--- config.mk ---
export PLATFORM = sky130hd
export DESIGN_NAME = instr_encode_flat
export DESIGN_NICKNAME = d
export VERILOG_FILES = /design/src/rtl/instr_encode_pkg.sv /design/src/rtl/instr_encode_if.sv /design/src/rtl/instr_pack.sv /design/src/rtl/instr_encode.sv /design/src/flat_wrapper.sv
export SDC_FILE = /design/constraint.sdc
export NUM_CORES = 1
export LEC_CHECK = 0
export CAP_MARGIN = 20
export CORE_ASPECT_RATIO = 1.75
export CORE_MARGIN = 1.5
export CORE_UTILIZATION = 54
export DETAILED_ROUTE_END_ITERATION = 8
export PLACE_DENSITY_LB_ADDON = 0.08
export SYNTH_ARGS = -nofsm -noshare
export SYNTH_HDL_FRONTEND = slang
export SYNTH_HIERARCHICAL = 1
export SYNTH_SLANG_ARGS = --single-unit
--- constraint.sdc ---
create_clock -name clk -period 4.8 [get_ports clk]
set_input_delay 0.96 -clock clk [delete_from_list [all_inputs] [get_ports clk]]
set_output_delay 0.96 -clock clk [all_outputs]
set_load 0.01 [all_outputs]
--- src/rtl/instr_encode_pkg.sv ---
// Shared RV32I ISA definitions: instruction formats, word type, opcodes and
// the FIFO entry layout used by the encoder. The decoder imports the same
// package so both blocks agree on one set of opcode values.
package instr_encode_pkg;

  typedef enum logic [3:0] {
    FMT_R     = 4'd0,
    FMT_I     = 4'd1,
    FMT_MI    = 4'd2,
    FMT_S     = 4'd3,
    FMT_B     = 4'd4,
    FMT_LUI   = 4'd5,
    FMT_AUIPC = 4'd6,
    FMT_JAL   = 4'd7,
    FMT_JALR  = 4'd8
  } fmt_t;

  typedef logic [31:0] instruction_t;

  localparam logic [6:0] OPC_R     = 7'h33;
  localparam logic [6:0] OPC_I     = 7'h13;
  localparam logic [6:0] OPC_MI    = 7'h03;
  localparam logic [6:0] OPC_S     = 7'h23;
  localparam logic [6:0] OPC_B     = 7'h63;
  localparam logic [6:0] OPC_LUI   = 7'h37;
  localparam logic [6:0] OPC_AUIPC = 7'h17;
  localparam logic [6:0] OPC_JAL   = 7'h6F;
  localparam logic [6:0] OPC_JALR  = 7'h67;

  // One buffered result: legality flag plus the encoded word.
  typedef struct packed {
    logic         err;
    instruction_t instr;
  } entry_t;

  // True when imm[31:msb] are all equal, i.e. the value is a sign extension
  // of its low msb+1 bits and fits the target immediate field.
  function automatic logic imm_fits(input logic [31:0] imm, input int unsigned msb);
    logic signed [31:0] s;
    s = $signed(imm) >>> msb;
    return (s == '0) || (s == '1);
  endfunction

endpackage

--- src/rtl/instr_encode_if.sv ---
// Record/word handshake bundle for the encoder.
// master: producer of records and consumer of words (drives in_*, out_ready).
// slave : the encoder (drives in_ready, out_valid, out_instr, out_err, count).
interface instr_encode_if;
  import instr_encode_pkg::*;

  logic         in_valid;
  logic         in_ready;
  fmt_t         in_fmt;
  logic [4:0]   in_rd;
  logic [4:0]   in_rs1;
  logic [4:0]   in_rs2;
  logic [2:0]   in_funct3;
  logic [6:0]   in_funct7;
  logic [31:0]  in_imm;
  logic         out_valid;
  logic         out_ready;
  instruction_t out_instr;
  logic         out_err;
  logic [15:0]  count;

  modport master (
    output in_valid, in_fmt, in_rd, in_rs1, in_rs2, in_funct3, in_funct7, in_imm, out_ready,
    input  in_ready, out_valid, out_instr, out_err, count
  );

  modport slave (
    input  in_valid, in_fmt, in_rd, in_rs1, in_rs2, in_funct3, in_funct7, in_imm, out_ready,
    output in_ready, out_valid, out_instr, out_err, count
  );

endinterface

--- src/rtl/instr_pack.sv ---
// Packs an instruction record into an RV32I word and flags illegal records.
// Purely combinational, zero latency, no backpressure.
// Ports: fmt_i/rd_i/rs1_i/rs2_i/funct3_i/funct7_i/imm_i in; instr_o, err_o out.
module instr_pack
  import instr_encode_pkg::*;
(
  input  fmt_t         fmt_i,
  input  logic [4:0]   rd_i,
  input  logic [4:0]   rs1_i,
  input  logic [4:0]   rs2_i,
  input  logic [2:0]   funct3_i,
  input  logic [6:0]   funct7_i,
  input  logic [31:0]  imm_i,
  output instruction_t instr_o,
  output logic         err_o
);

  instruction_t word;
  logic         bad;

  always_comb begin
    word = '0;
    bad  = 1'b0;
    case (fmt_i)
      FMT_R:     word = {funct7_i, rs2_i, rs1_i, funct3_i, rd_i, OPC_R};
      FMT_I: begin
        word = {imm_i[11:0], rs1_i, funct3_i, rd_i, OPC_I};
        bad  = !imm_fits(imm_i, 11);
      end
      FMT_MI: begin
        word = {imm_i[11:0], rs1_i, funct3_i, rd_i, OPC_MI};
        bad  = !imm_fits(imm_i, 11);
      end
      FMT_JALR: begin
        // JALR has a single encoding, its funct3 field is always 000.
        word = {imm_i[11:0], rs1_i, 3'b000, rd_i, OPC_JALR};
        bad  = !imm_fits(imm_i, 11);
      end
      FMT_S: begin
        word = {imm_i[11:5], rs2_i, rs1_i, funct3_i, imm_i[4:0], OPC_S};
        bad  = !imm_fits(imm_i, 11);
      end
      FMT_B: begin
        word = {imm_i[12], imm_i[10:5], rs2_i, rs1_i, funct3_i, imm_i[4:1], imm_i[11], OPC_B};
        bad  = !imm_fits(imm_i, 12) || imm_i[0];
      end
      FMT_LUI: begin
        word = {imm_i[31:12], rd_i, OPC_LUI};
        bad  = (imm_i[11:0] != 12'h000);
      end
      FMT_AUIPC: begin
        word = {imm_i[31:12], rd_i, OPC_AUIPC};
        bad  = (imm_i[11:0] != 12'h000);
      end
      FMT_JAL: begin
        word = {imm_i[20], imm_i[10:1], imm_i[11], imm_i[19:12], rd_i, OPC_JAL};
        bad  = !imm_fits(imm_i, 20) || imm_i[0];
      end
      default:   bad = 1'b1;
    endcase
  end

  // Illegal records always produce an all-zero word.
  assign err_o   = bad;
  assign instr_o = bad ? '0 : word;

endmodule

--- src/rtl/instr_encode.sv ---
// RV32I instruction encoder: record in, packed word out through a 2-entry FIFO.
// Latency 1 cycle from accept to out_valid when the FIFO is empty.
// in_ready = FIFO not full (independent of in_valid); words hold while out_ready=0.
// Ports: clk, rst (async, active-high), bus (instr_encode_if.slave).
module instr_encode
  import instr_encode_pkg::*;
(
  input  logic          clk,
  input  logic          rst,
  instr_encode_if.slave bus
);

  instruction_t pack_instr;
  logic         pack_err;

  instr_pack u_pack (
    .fmt_i    (bus.in_fmt),
    .rd_i     (bus.in_rd),
    .rs1_i    (bus.in_rs1),
    .rs2_i    (bus.in_rs2),
    .funct3_i (bus.in_funct3),
    .funct7_i (bus.in_funct7),
    .imm_i    (bus.in_imm),
    .instr_o  (pack_instr),
    .err_o    (pack_err)
  );

  entry_t      mem_q [2];
  entry_t      mem_d [2];
  logic        wr_ptr_q, wr_ptr_d;
  logic        rd_ptr_q, rd_ptr_d;
  logic [1:0]  occ_q, occ_d;
  logic [15:0] count_q, count_d;

  logic   push, pop;
  entry_t head;

  assign bus.in_ready  = (occ_q != 2'd2);
  assign bus.out_valid = (occ_q != 2'd0);
  assign push          = bus.in_valid && bus.in_ready;
  assign pop           = bus.out_valid && bus.out_ready;

  assign head          = mem_q[rd_ptr_q];
  assign bus.out_instr = bus.out_valid ? head.instr : '0;
  assign bus.out_err   = bus.out_valid & head.err;
  assign bus.count     = count_q;

  always_comb begin
    mem_d    = mem_q;
    wr_ptr_d = wr_ptr_q;
    rd_ptr_d = rd_ptr_q;
    occ_d    = occ_q;
    count_d  = count_q;
    if (push) begin
      mem_d[wr_ptr_q] = '{err: pack_err, instr: pack_instr};
      wr_ptr_d        = ~wr_ptr_q;
    end
    if (pop) begin
      rd_ptr_d = ~rd_ptr_q;
      count_d  = count_q + 16'd1;   // wraps naturally at 16 bits
    end
    case ({push, pop})
      2'b10:   occ_d = occ_q + 2'd1;
      2'b01:   occ_d = occ_q - 2'd1;
      default: occ_d = occ_q;
    endcase
  end

  always_ff @(posedge clk or posedge rst) begin
    if (rst) begin
      mem_q[0] <= '0;
      mem_q[1] <= '0;
      wr_ptr_q <= 1'b0;
      rd_ptr_q <= 1'b0;
      occ_q    <= 2'd0;
      count_q  <= 16'd0;
    end else begin
      mem_q    <= mem_d;
      wr_ptr_q <= wr_ptr_d;
      rd_ptr_q <= rd_ptr_d;
      occ_q    <= occ_d;
      count_q  <= count_d;
    end
  end

endmodule

--- src/flat_wrapper.sv ---
// flat-port wrapper written by rule: the top's interface ports become plain ports
module instr_encode_flat import instr_encode_pkg::*;
  (clk, rst, bus_in_valid, bus_in_fmt, bus_in_rd, bus_in_rs1, bus_in_rs2, bus_in_funct3, bus_in_funct7, bus_in_imm, bus_out_ready, bus_in_ready, bus_out_valid, bus_out_instr, bus_out_err, bus_count);
  instr_encode_if bus_i ();
  input  logic clk;
  input  logic rst;
  input wire logic [$bits(bus_i.in_valid)-1:0] bus_in_valid;
  input wire logic [$bits(bus_i.in_fmt)-1:0] bus_in_fmt;
  input wire logic [$bits(bus_i.in_rd)-1:0] bus_in_rd;
  input wire logic [$bits(bus_i.in_rs1)-1:0] bus_in_rs1;
  input wire logic [$bits(bus_i.in_rs2)-1:0] bus_in_rs2;
  input wire logic [$bits(bus_i.in_funct3)-1:0] bus_in_funct3;
  input wire logic [$bits(bus_i.in_funct7)-1:0] bus_in_funct7;
  input wire logic [$bits(bus_i.in_imm)-1:0] bus_in_imm;
  input wire logic [$bits(bus_i.out_ready)-1:0] bus_out_ready;
  output wire logic [$bits(bus_i.in_ready)-1:0] bus_in_ready;
  output wire logic [$bits(bus_i.out_valid)-1:0] bus_out_valid;
  output wire logic [$bits(bus_i.out_instr)-1:0] bus_out_instr;
  output wire logic [$bits(bus_i.out_err)-1:0] bus_out_err;
  output wire logic [$bits(bus_i.count)-1:0] bus_count;
  assign bus_i.in_valid = bus_in_valid;
  assign bus_i.in_fmt = bus_in_fmt;
  assign bus_i.in_rd = bus_in_rd;
  assign bus_i.in_rs1 = bus_in_rs1;
  assign bus_i.in_rs2 = bus_in_rs2;
  assign bus_i.in_funct3 = bus_in_funct3;
  assign bus_i.in_funct7 = bus_in_funct7;
  assign bus_i.in_imm = bus_in_imm;
  assign bus_i.out_ready = bus_out_ready;
  assign bus_in_ready = bus_i.in_ready;
  assign bus_out_valid = bus_i.out_valid;
  assign bus_out_instr = bus_i.out_instr;
  assign bus_out_err = bus_i.out_err;
  assign bus_count = bus_i.count;
  instr_encode u_core (.clk(clk), .rst(rst), .bus(bus_i));
endmodule
==> results.toml <==
[pwr]
p_leak_nw = 3.01
vdd_ir_drop_max_v = 0.000393
p_per_area_nw_per_um2 = 488

[critical_path]
cp.arrival_ns = 4.01
reg2reg_depth = 5
start_kind = "primary input"
endpoint = "u_core/mem_q[24]"
worstPathRequired_ns = 5.02
r2r_start = "u_core/occ_q[0]"
end_kind = "register"
r2r_slack_ns = 2.95
timing.rr.end = "u_core/mem_q[42]"
worst-setup-path-type = "primary input to register"
crit_start = "bus_in_fmt[1]"
critPathMaxFanout = 18

[global_route]
grt_max_degree = 50
grt_pass1_vias = 4391
gr-usage-all-layers_pct = 27.1
grt-ovfl-total = 0
antenna_found_initial = 0
grt_pass1_wl_um = 22300

[routing]
wl_per_cell_um = 19.5
detail_route.first_pass.iterations = 7
vias = 4293
via_per_inst = 6.09
drt_wl_total_um = 13700
drtIter0Drc = 310
ant_nets = 0
drc = 0

[placement]
gp_congestion = 0.947
portBuffers = 115
dp_hpwl_um = 10100

[clock_network]
htreeDepth = 3
cts_made_buffers = 9
cts_hold_buf = 0
clock-sinks = 86
path_clk_slew_ns = 0.06
cts_tree = "built"
cts_setup_buffers = 0
cts_buffer_depth = 2
ctsResizeCount = 0
clk_latency_ns = 0.34
clockRootBuffer = "clkbuf_16"

[yosys]
synthFlopType = "dfrtp_1"
synth.most_common_cell = "dfrtp_1"
async_flop_share_pct = 100
synth-seq-cells = 86
synth_edf_count = 0
avgSynthCellArea_sq_um = 11.4
synthTopCellsByCount = "dfrtp_1 (86), nor2_1 (46), mux2_2 (37)"
synthCells = 473
yosys.area.top_type = "dfrtp_1"
synth_cell_type_count = 51
yosys_warnings = 6
synth_area_sq_um = 5390
syn_nets = 540
synth_area_leaders = "dfrtp_1 (40%), mux2_4 (8.1%), mux2_2 (7.7%)"
yosysTopAreaCellShare_pct = 39.9
ys_seq_area_share_pct = 39.9

[timing]
tightest_slew_ns = 1.05
tns_ns = 0
drv_slew = 0
hold_violations = 0
finalCritPeriodShare_pct = 79.1
rsz0062_at_grt = "no"
maxSlewHeadroom_pct = 30.3
fin_worst_skew_ns = 0.00936
fin_crit_ns = 3.80
finalSetupViolCount = 0
timing.fmax_ghz = 0.263

[floorplanning]
design.die.area_sq_um = 10600
chipWidth_um = 78.5
start_util_pct = 55.0
num_rows = 48
die_y_um = 135
ioPinCount = 116
core_area_sq_um = 9790

[layout]
drive_gt1_share_pct = 23.3
utilization_pct = 70.3
area_growth_pct = 27.7
diodes = 0
nFillCells = 718
nets = 642

[run_status]
outcome = "completed"

[run]
maxCapViolCount = 0

[min_path]
hold_class = "register to register"
## placed cells by master (no fill, tap or decap), types with 3 or more instances in the layout
cell / n
nor3_1: 7
xor2_1: 5
inv_1: 5
nand2_1: 23
nor2b_1: 7
buf_4: 11
a222oi_1: 10
nand2b_1: 3
nor4_2: 26
clkdlybuf4s50_1: 115
nor2_1: 45
a22o_1: 8
a211oi_1: 3
a211o_1: 3
nand3_1: 5
clkbuf_16: 9
a2bb2oi_1: 15
o21ai_1: 4
a32oi_1: 5
mux2i_1: 36
nor4_1: 7
a22oi_1: 4
nand4_1: 10
o21ai_0: 6
xnor2_1: 15
mux2_4: 29
a21oi_1: 5
mux2_2: 37
dfrtp_1: 85
inv_6: 3
## worst max-delay path: stages
cell and delay [ns]:
clkdlybuf4s50_1 0.74, nand2_1 0.46, nor2_1 0.07, o211ai_1 0.19, nor3b_4 0.73, buf_4 0.42, nor4_2 0.11, mux2_2 0.31
## worst min-delay path by stage
stage                               startpoint                   end  slack, ns  cells past startpoint
after floorplan                u_core/wr_ptr_q       u_core/wr_ptr_q       0.46                      2
after detailed placement  u_core/bus.count[15]  u_core/bus.count[15]       0.47                      1
final                     u_core/bus.count[15]  u_core/bus.count[15]       0.48                      1
after CTS                 u_core/bus.count[15]  u_core/bus.count[15]       0.48                      1
after global routing      u_core/bus.count[15]  u_core/bus.count[15]       0.51                      1
after global placement    u_core/bus.count[15]  u_core/bus.count[15]       0.46                      1
## metal layers
layer	global-route usage (%)	share of wire [%]	wire [um]	vias up
met4	12.8	3.5	479	0
met3	4.44	4.8	666	33
met5	0	0	0	-
met2	47.0	52	7210	169
li1	-	-	-	1977
met1	32.2	39	5380	2114
## state kept, by name, summed over array words and instances (netlist names)
register,cells
u_core/wr_ptr_q,1
u_core/occ_q,2
u_core/mem_q,66
u_core/rd_ptr_q,1
u_core/bus.count,16
## stage by stage
step	instances	instance area, sq um	setup WS (ns)	total power, mW	hold WS, ns
finish	705	6880	1.00	3.36	0.477
global route	705	6880	0.802	3.55	0.507
CTS	704	6860	1.05	3.38	0.483
detailed placement	688	6580	0.692	2.70	0.470
global placement	688	6580	0.830	2.65	0.463
floorplan	473	5390	1.62	2.13	0.457
## power breakdown
part,internal (mW),leakage [nW],switching [mW]
sequential,0.986,1.14,0.253
clock,0.363,0.141,0.307
combinational,0.845,1.73,0.603
total,2.19,3.01,1.16
## area by class of cell
| type | count | area, sq um | area share, % |
|---|---|---|---|
| clock buffers | 9 | 225 | 3.27 |
| clock inverters | 7 | 61.3 | 0.891 |
| inverters | 6 | 23.8 | 0.345 |
| multi-input cells | 345 | 3010 | 43.7 |
| flip-flops and latches | 86 | 2150 | 31.3 |
| well taps | 125 | 156 | 2.27 |
| repair buffers | 127 | 1250 | 18.2 |
## cell families (layout without fill, tap and decap cells)
| logic type | Yosys count | after routing | synth area share [%] |
|---|---|---|---|
| simple gates | 150 | 150 | 18.0 |
| compound gates | 70 | 70 | 11.0 |
| buf+inv | 42 | 149 | 4.51 |
| xor+xnor | 21 | 21 | 3.55 |
| fa+ha+maj | 2 | 2 | 0.464 |
| flops | 86 | 86 | 39.9 |
| mux | 102 | 102 | 22.5 |
Power figures use the tool's default switching activity.
